<file path="src/rtl/ysyx_23060072_if_stage_pkg.sv">
// Shared fetch-stage definitions: fetch FSM encoding, bubble/reset constants,
// the fetched-word record and PC helper functions.
package ysyx_23060072_if_stage_pkg;

  localparam logic [31:0] IF_RESET_PC_DEF  = 32'h8000_0000;
  localparam logic [31:0] IF_NOP_INSTR_DEF = 32'h0000_0013;
  localparam logic [31:0] IF_PC_STEP       = 32'h0000_0004;

  typedef enum logic [1:0] {
    FS_IDLE = 2'd0,
    FS_REQ  = 2'd1,
    FS_WAIT = 2'd2,
    FS_BUF  = 2'd3
  } fetch_state_e;

  typedef struct packed {
    logic [31:0] instr;
    logic [31:0] pc;
  } fetch_entry_t;

  // Sequential next PC; wraps modulo 2^32.
  function automatic logic [31:0] pc_incr(input logic [31:0] pc);
    return pc + IF_PC_STEP;
  endfunction

  // Redirect targets are forced onto a word boundary.
  function automatic logic [31:0] pc_align(input logic [31:0] addr);
    return {addr[31:2], 2'b00};
  endfunction

endpackage

</file>
<file path="src/rtl/ysyx_23060072_fetch_buf.sv">
// One-entry skid buffer: parks a fetched word and its PC while decode stalls.
module ysyx_23060072_fetch_buf
  import ysyx_23060072_if_stage_pkg::*;
(
  input  logic         clk,
  input  logic         rst_n,
  input  logic         push,
  input  logic         pop,
  input  logic         flush,
  input  fetch_entry_t push_entry,
  output logic         valid,
  output fetch_entry_t entry
);

  logic         valid_r;
  fetch_entry_t entry_r;

  // Occupancy: pop or flush empties the entry, push fills it.
  always_ff @(posedge clk or negedge rst_n) begin
    if (!rst_n) begin
      valid_r <= 1'b0;
    end else if (flush || pop) begin
      valid_r <= 1'b0;
    end else if (push) begin
      valid_r <= 1'b1;
    end else begin
      valid_r <= valid_r;
    end
  end

  // Payload capture on push.
  always_ff @(posedge clk or negedge rst_n) begin
    if (!rst_n) begin
      entry_r <= {32'h0000_0000, 32'h0000_0000};
    end else if (push) begin
      entry_r <= push_entry;
    end else begin
      entry_r <= entry_r;
    end
  end

  assign valid = valid_r;
  assign entry = entry_r;

endmodule

</file>
<file path="src/rtl/ysyx_23060072_if_stage.sv">
// Instruction fetch stage with single-outstanding memory FSM, skid buffer and IF/ID register.
// Optional synchronised timer interrupt path enabled by YSYX_23060072_TIMER_IRQ_EN.
module ysyx_23060072_if_stage
  import ysyx_23060072_if_stage_pkg::*;
#(
  parameter logic [31:0] RESET_PC  = IF_RESET_PC_DEF,
  parameter logic [31:0] NOP_INSTR = IF_NOP_INSTR_DEF
) (
  input  logic        clk,
  input  logic        rst_n,
  input  logic        if_hold_flag_i,
  input  logic        clean_flag_i,
  input  logic        jump_flag_i,
  input  logic [31:0] jump_addr_i,
  input  logic        timer_interrupt_i,
  output logic        imem_req_o,
  output logic [31:0] imem_addr_o,
  input  logic        imem_ready_i,
  input  logic        imem_rvalid_i,
  input  logic [31:0] imem_rdata_i,
  output logic [31:0] instr_rdata_o,
  output logic [31:0] pc_o,
  output logic        timer_interrupt_o,
  output logic        fetch_busy_o
);

  fetch_state_e state_r;
  fetch_state_e state_nxt_s;
  logic [31:0]  fetch_pc_r;
  logic [31:0]  fetch_pc_nxt_s;
  logic         discard_r;
  logic         discard_nxt_s;
  logic [31:0]  instr_r;
  logic [31:0]  instr_nxt_s;
  logic [31:0]  pc_r;
  logic [31:0]  pc_nxt_s;

  logic         rsp_s;
  logic         rsp_keep_s;
  logic         buf_push_s;
  logic         buf_pop_s;
  logic         buf_flush_s;
  logic         buf_valid_s;
  logic         word_take_s;
  fetch_entry_t buf_entry_s;
  fetch_entry_t word_s;

  // A response is usable only if it is not stale and no redirect kills it.
  assign rsp_s       = (state_r == FS_WAIT) && imem_rvalid_i;
  assign rsp_keep_s  = rsp_s && !discard_r && !jump_flag_i;
  assign buf_push_s  = rsp_keep_s && if_hold_flag_i;
  assign buf_pop_s   = (state_r == FS_BUF) && buf_valid_s && !if_hold_flag_i && !jump_flag_i;
  assign buf_flush_s = (state_r == FS_BUF) && jump_flag_i;
  assign word_take_s = (rsp_keep_s && !if_hold_flag_i) || buf_pop_s;

  ysyx_23060072_fetch_buf u_fetch_buf (
    .clk        (clk),
    .rst_n      (rst_n),
    .push       (buf_push_s),
    .pop        (buf_pop_s),
    .flush      (buf_flush_s),
    .push_entry ({imem_rdata_i, fetch_pc_r}),
    .valid      (buf_valid_s),
    .entry      (buf_entry_s)
  );

  // Source of the word handed to decode: skid buffer when draining, else memory.
  always_comb begin
    word_s = {imem_rdata_i, fetch_pc_r};
    if (state_r == FS_BUF) begin
      word_s = buf_entry_s;
    end else begin
      word_s = {imem_rdata_i, fetch_pc_r};
    end
  end

  // Fetch FSM next-state.
  always_comb begin
    state_nxt_s = state_r;
    case (state_r)
      FS_IDLE: state_nxt_s = FS_REQ;
      FS_REQ: begin
        if (imem_ready_i) begin
          state_nxt_s = FS_WAIT;
        end else begin
          state_nxt_s = FS_REQ;
        end
      end
      FS_WAIT: begin
        if (!imem_rvalid_i) begin
          state_nxt_s = FS_WAIT;
        end else if (discard_r || jump_flag_i) begin
          state_nxt_s = FS_REQ;
        end else if (if_hold_flag_i) begin
          state_nxt_s = FS_BUF;
        end else begin
          state_nxt_s = FS_REQ;
        end
      end
      FS_BUF: begin
        if (jump_flag_i || !if_hold_flag_i) begin
          state_nxt_s = FS_REQ;
        end else begin
          state_nxt_s = FS_BUF;
        end
      end
      default: state_nxt_s = FS_IDLE;
    endcase
  end

  // Discard marks the single outstanding response as stale after a redirect.
  always_comb begin
    discard_nxt_s = discard_r;
    if (jump_flag_i) begin
      case (state_r)
        FS_REQ:  discard_nxt_s = imem_ready_i;
        FS_WAIT: discard_nxt_s = !imem_rvalid_i;
        default: discard_nxt_s = 1'b0;
      endcase
    end else if (rsp_s && discard_r) begin
      discard_nxt_s = 1'b0;
    end else begin
      discard_nxt_s = discard_r;
    end
  end

  // Fetch PC: redirect target, or advance once the current word leaves the FSM.
  always_comb begin
    fetch_pc_nxt_s = fetch_pc_r;
    if (jump_flag_i) begin
      fetch_pc_nxt_s = pc_align(jump_addr_i);
    end else if (word_take_s) begin
      fetch_pc_nxt_s = pc_incr(fetch_pc_r);
    end else begin
      fetch_pc_nxt_s = fetch_pc_r;
    end
  end

  // IF/ID priority: redirect, flush, stall, new word, else bubble.
  always_comb begin
    instr_nxt_s = NOP_INSTR;
    pc_nxt_s    = pc_r;
    if (jump_flag_i) begin
      instr_nxt_s = NOP_INSTR;
      pc_nxt_s    = pc_r;
    end else if (clean_flag_i) begin
      instr_nxt_s = NOP_INSTR;
      pc_nxt_s    = pc_r;
    end else if (if_hold_flag_i) begin
      instr_nxt_s = instr_r;
      pc_nxt_s    = pc_r;
    end else if (word_take_s) begin
      instr_nxt_s = word_s.instr;
      pc_nxt_s    = word_s.pc;
    end else begin
      instr_nxt_s = NOP_INSTR;
      pc_nxt_s    = pc_r;
    end
  end

  // FSM and fetch-side state registers.
  always_ff @(posedge clk or negedge rst_n) begin
    if (!rst_n) begin
      state_r    <= FS_IDLE;
      fetch_pc_r <= RESET_PC;
      discard_r  <= 1'b0;
    end else begin
      state_r    <= state_nxt_s;
      fetch_pc_r <= fetch_pc_nxt_s;
      discard_r  <= discard_nxt_s;
    end
  end

  // IF/ID pipeline register.
  always_ff @(posedge clk or negedge rst_n) begin
    if (!rst_n) begin
      instr_r <= NOP_INSTR;
      pc_r    <= 32'h0000_0000;
    end else begin
      instr_r <= instr_nxt_s;
      pc_r    <= pc_nxt_s;
    end
  end

`ifdef YSYX_23060072_TIMER_IRQ_EN
  logic irq_meta_r;
  logic irq_sync_r;
  logic irq_r;
  logic irq_nxt_s;

  // Two-flop synchroniser for the asynchronous CLINT line.
  always_ff @(posedge clk or negedge rst_n) begin
    if (!rst_n) begin
      irq_meta_r <= 1'b0;
      irq_sync_r <= 1'b0;
    end else begin
      irq_meta_r <= timer_interrupt_i;
      irq_sync_r <= irq_meta_r;
    end
  end

  // Interrupt flag travels with the instruction it is attached to.
  always_comb begin
    irq_nxt_s = 1'b0;
    if (jump_flag_i || clean_flag_i) begin
      irq_nxt_s = 1'b0;
    end else if (if_hold_flag_i) begin
      irq_nxt_s = irq_r;
    end else if (word_take_s) begin
      irq_nxt_s = irq_sync_r;
    end else begin
      irq_nxt_s = 1'b0;
    end
  end

  // Interrupt IF/ID register.
  always_ff @(posedge clk or negedge rst_n) begin
    if (!rst_n) begin
      irq_r <= 1'b0;
    end else begin
      irq_r <= irq_nxt_s;
    end
  end

  assign timer_interrupt_o = irq_r;
`else
  logic unused_irq_s;
  assign unused_irq_s      = timer_interrupt_i;
  assign timer_interrupt_o = 1'b0;
`endif

  assign imem_req_o    = (state_r == FS_REQ);
  assign imem_addr_o   = fetch_pc_r;
  assign fetch_busy_o  = (state_r != FS_REQ);
  assign instr_rdata_o = instr_r;
  assign pc_o          = pc_r;

endmodule

</file>
<file path="config.mk">
export PLATFORM = sky130hd
export DESIGN_NAME = ysyx_23060072_if_stage
export DESIGN_NICKNAME = d
export VERILOG_FILES = /design/src/rtl/ysyx_23060072_if_stage_pkg.sv /design/src/rtl/ysyx_23060072_fetch_buf.sv /design/src/rtl/ysyx_23060072_if_stage.sv
export SDC_FILE = /design/constraint.sdc
export NUM_CORES = 1
export LEC_CHECK = 0
export CORE_MARGIN = 5
export CORE_UTILIZATION = 52
export CTS_BUF_LIST = sky130_fd_sc_hd__clkbuf_8
export DETAILED_ROUTE_END_ITERATION = 10
export PLACE_DENSITY = 0.83
export SYNTH_ARGS = -nofsm -noshare
export SYNTH_HDL_FRONTEND = slang
export SYNTH_SLANG_ARGS = --single-unit
export TNS_END_PERCENT = 100
</file>
<file path="constraint.sdc">
create_clock -name clk -period 2.75 [get_ports clk]
set_input_delay 0.55 -clock clk [delete_from_list [all_inputs] [get_ports clk]]
set_output_delay 0.55 -clock clk [all_outputs]
set_load 0.03 [all_outputs]
</file>
# Word-level counts from Yosys, hierarchy flattened
# Cells that the tools add are included.
# classes
n_bitwise	3
n_eq_ne	5
reduce_logical	23
muxes	18
add_sub_neg	1
# op_table
op	n
32-bit 2-to-1 mux	6
64-bit 2-to-1 mux	1
32-bit by 3-bit adder with 32-bit output (second input constant)	1
1-bit logical AND	10
2-bit 2-to-1 mux	5
2-bit one-hot mux with 4 select lines	1
2-bit nonzero test	3
2-bit == test (second input constant)	2
1-bit zero test	4
1-bit logical OR	4
1-bit 2-to-1 mux	4
4-bit AND reduction	1
3-bit by 1-bit != test with 1-bit output (second input constant)	1
1-bit NOT	3
2-bit by 1-bit == test with 1-bit output (second input constant)	1
2-bit zero test	1
2-bit by 1-bit != test with 1-bit output (second input constant)	1
1-bit one-hot mux with 2 select lines	1
# totals
out_inout_bits	99
register_bits	164
word_cells	58
in_bits	72

# Depth between registers and ports, before layout
# logic_depth
word_depth	10
depth_mapped	8
mapped_depth_nobuf	6

# Hierarchy
# A second synthesis with hierarchy kept.
# unflattened
hier_cells	650
hier_area_um2	7549.7
# modules_own_cells
mod	cells_per_inst	seq_area_each_um2	area_per_inst_um2	instances
ysyx_23060072_if_stage	512	2432.3	4937.2	1
ysyx_23060072_fetch_buf	138	1626.6	2612.5	1

# Worst setup path after synthesis
# OpenSTA, ideal clock, no wires.
# synth_timing
path_type	reg2reg
from	reg fetch_pc_r[4], in the netlist imem_addr_o[4]
to	reg fetch_pc_r[29], in the netlist imem_addr_o[29]
synth_period_minus_slack_ns	2.101
path_stages_with_launch	8
n_path_buf	3
setup_slack_ns	0.649
required_ns	2.609
setup_time_ns	0.141
t_arrival_ns	1.960
cell_sequence	dfrtp_1 -> buf_2 -> nand3_1 -> a2111o_1 -> clkbuf_1 -> buf_1 -> o41ai_1 -> a31oi_1
# synth_between
elab_chain_len	3
# synth_lines
element	line_no	text
start, declared	ysyx_23060072_if_stage.sv:29	logic [31:0] fetch_pc_r;
start signal, assigned	ysyx_23060072_if_stage.sv:169	fetch_pc_r <= fetch_pc_nxt_s;
32-bit by 3-bit adder with 32-bit output	ysyx_23060072_if_stage_pkg.sv:23	return pc + IF_PC_STEP;
32-bit 2-to-1 mux	ysyx_23060072_if_stage.sv:132	end else if (word_take_s) begin
32-bit 2-to-1 mux	ysyx_23060072_if_stage.sv:130	if (jump_flag_i) begin
# No other way between the ends. The select of a mux whose other input is x is not followed.
# A chain may end at the register's enable or synchronous reset.

# Worst setup path after layout
# layout_timing
from	reg state_r[1]
to	out fetch_busy_o
# layout_between
elab_chain_len	1
# layout_lines
element	line_no	text
start, declared	ysyx_23060072_if_stage.sv:27	fetch_state_e state_r;
start signal, assigned	ysyx_23060072_if_stage.sv:168	state_r <= state_nxt_s;
2-bit by 1-bit != test with 1-bit output	ysyx_23060072_if_stage.sv:234	assign fetch_busy_o = (state_r != FS_REQ);
end, declared	ysyx_23060072_if_stage.sv:24	output logic fetch_busy_o
# No other way between the ends.

==> results.toml <==
[yosys]
syn_area_per_cell_um2 = 11.07
synth_cell_types = 50
synth_compound_area_frac = 0.1104
yosysSeqAreaShare = 0.5401
ys_warn_count = 0
synth-simple-area-share = 0.1152
synthFlopType = "dfrtp_1"
async_flop_share = 1.000
synth_top_family_by_area = "multiplexers"
muxShareOfSynthArea = 0.1813
synth_area_um2 = 7330
syn_inst = 662
synth_seq_cells = 158
yosys.area_share.adder = 0.008535
synth_xor_area_frac = 0.008365
synth_edf_count = 0

[pwr]
p_leak_nw = 3.965
seqPwrFrac = 0.429
clkPwrFrac = 0.222
p_int_mw = 5.164
power_density_nw_per_um2 = 835.8
p_comb_frac = 0.349
finalPower_mw = 8.024
switching_share = 0.3565
p_sw_mw = 2.860
vdd_drop_max_mv = 0.6799

[global_routing]
antenna_found_initial = 0
grt_usage = 0.2286
grt_max_degree = 66
grt_first_pass_wirelength_um = 30110
gr-total-overflow = 0
grt_pass1_vias = 6046

[clocking]
postCtsSetupBuffers = 0
clockRootBuffer = "clkbuf_8"
cts_max_path_buffers = 2
path_clk_slew_ns = 0.09
tritoncts = "done"
h-tree-depth = 4
numCtsBuffers = 17
postCtsHoldBufs = 0
cts_sinks = 158
cts_resized = 0
clk_latency_ns = 0.44

[finish]
finalNetCount = 896
fill_cells = 986
syn_to_final_growth_pct = 30.98
n_antenna_cell = 0
multi_input_area_um2 = 3148
final_common_cell = "clkdlybuf4s50_1"
layout_common_cells = "161 x clkdlybuf4s50_1, 154 x dfrtp_1, 63 x mux2i_1, 57 x nor2_1, 53 x nand2_1"
ff_latch_area_um2 = 3959
drive_above_1_share = 0.1250

[critical_path]
crit_type = "register to output pin"
end_kind = "output pin"
startpoint_type = "register"
path_max_fanout = 3
critical-path-top-delay-family = "buffers and inverters"
crit_chain = "inv_1, ha_1, inv_1, clkdlybuf4s50_1"
r2r-start = "state_r[0]$_DFF_PN0_"
path_common_cell = "inv_1"
cpPeakStageDelay_ns = 0.67
r2r_slack_ns = 0.30
r2r_end = "imem_addr_o[24]$_DFFE_PN0P_"
cp_slowest_cell = "clkdlybuf4s50_1"
cp_num_cells = 4
worstSetupEndpoint = "fetch_busy_o"
critical_path_buf_inv_count = 3
critPathArrivalTime_ns = 1.94
rr_worst_depth = 6
startpoint = "state_r[1]$_DFF_PN0_"
crit_required_ns = 2.20

[place]
dp_hpwl_um = 13030
gp_congestion = 0.8216
portBuffers = 162

[die]
die_h_um = 128.7
initial_core_util = 0.5301
core.rowCount = 43
die_w_um = 128.7
core_area_um2 = 13830
die_area_um2 = 16570
io_pins = 171

[worst_hold_path]
min_path_type = "input pin to asynchronous set/reset pin"

[drt]
drt_iter0_markers = 417
vias = 5846
wire_per_inst_um = 18.33
first_pass_iters = 7
routed_wl_um = 18550
drc = 0
ant_nets = 0
vias_per_cell = 5.777

[timing]
skew_ns = 0.01075
fmaxAchievable_mhz = 402.4
hold_violations = 0
finalSetupViolCount = 0
fin_setup_tns_ns = 0
fin_crit_ns = 2.485
slew_violations = 0
grt_setup_unrepaired = "no"
slew_headroom = 0.2722
period_share = 0.9037
tightest_slew_ns = 1.092

[run_status]
status = "complete, no violations"

[run]
maxCapViolCount = 0
## power groups by stage
stage / registers [mW] / logic, mW / clock network [mW]
finish: 3.44 / 2.80 / 1.78
global route: 3.54 / 3.02 / 1.94
CTS: 3.44 / 2.83 / 1.82
detailed placement: 3.49 / 2.82 / 0
global placement: 3.42 / 2.74 / 0
floorplan: 3.91 / 1.24 / 0
## cell usage after synthesis (3+ instances only)
master | n | area [um2]
a2111oi_0 | 3 | 26.28
a211oi_1 | 3 | 22.52
a21oi_1 | 37 | 185.2
a31oi_1 | 20 | 125.1
buf_1 | 4 | 15.01
buf_2 | 9 | 45.04
buf_4 | 5 | 37.54
clkbuf_1 | 30 | 112.6
dfrtp_1 | 154 | 3854
dfstp_2 | 4 | 105.1
ha_1 | 5 | 62.56
inv_1 | 11 | 41.29
mux2_1 | 24 | 270.3
mux2_2 | 38 | 427.9
mux2i_1 | 63 | 630.6
nand2_1 | 53 | 198.9
nand3_1 | 13 | 65.06
nand4_1 | 7 | 43.79
nor2_1 | 59 | 221.5
nor3_1 | 4 | 20.02
nor4_1 | 3 | 18.77
o21ai_0 | 38 | 190.2
o21ai_1 | 4 | 20.02
o31ai_1 | 13 | 97.59
o41ai_1 | 5 | 43.79
or4_1 | 14 | 105.1
xnor2_1 | 7 | 61.31
## cell families (layout without fill, tap and decap cells)
family,after synthesis,after routing
simple gates,173,173
compound gates,132,132
mux,125,125
fa+ha+maj,5,5
buf+inv,61,227
flops,158,158
xor+xnor,7,7
other cells,1,5
## worst register-to-register path: stages (launching register included)
cell	delay, ns
dfrtp_1	0.44
inv_1	0.12
ha_1	0.23
nand3b_1	0.22
a211o_1	0.54
or4_1	0.61
a31oi_1	0.20
## worst min path at each step
stage                                        end  slack (ns)  cells after the start
6_report       u_fetch_buf.entry[59]$_DFFE_PN0P_        0.06                      1
5_1_grt        u_fetch_buf.entry[62]$_DFFE_PN0P_        0.08                      1
4_1_cts        u_fetch_buf.entry[57]$_DFFE_PN0P_        0.07                      1
3_5_place_dp       instr_rdata_o[10]$_DFFE_PN0P_        0.47                      2
3_3_place_gp       instr_rdata_o[23]$_DFFE_PN0P_        0.46                      2
2_1_floorplan              discard_r$_DFFE_PN0P_        0.25                      0
## registers in the layout, summed over array words and instances (netlist names)
signal             cells
instr_rdata_o         32
pc_o                  30
u_fetch_buf.entry     62
state_r                2
discard_r              1
u_fetch_buf.valid      1
imem_addr_o           30
## area by class of cell
class | count | share of cell area
flip-flops and latches | 158 | 0.4124
well taps | 180 | 0.02346
multi-input cells | 447 | 0.3279
clock buffers | 18 | 0.02580
repair buffers | 183 | 0.1881
inverters | 12 | 0.004692
clock inverters | 14 | 0.01772
## metrics by stage
stage	utilization	hold WS [ns]	instances	setup slack [ns]	cell area [um2]
4_1_cts	0.6943	0.06670	1012	0.2272	9600
5_1_grt	0.6943	0.07641	1012	0.1590	9600
6_report	0.6943	0.06361	1012	0.2649	9600
3_5_place_dp	0.6641	0.4747	980	0.1029	9183
3_3_place_gp	0.6641	0.4618	980	0.1656	9183
2_1_floorplan	-	0.2544	666	0.6492	7345
## metal layers
metal / up-vias / GRT usage / part of all wire
li1: 2695 / - / -
met1: 2880 / 0.2898 / 0.41
met2: 239 / 0.3790 / 0.50
met3: 32 / 0.06849 / 0.080
met4: 0 / 0.07103 / 0.019
met5: - / 0 / 0
(Power assumes the default switching activity.)
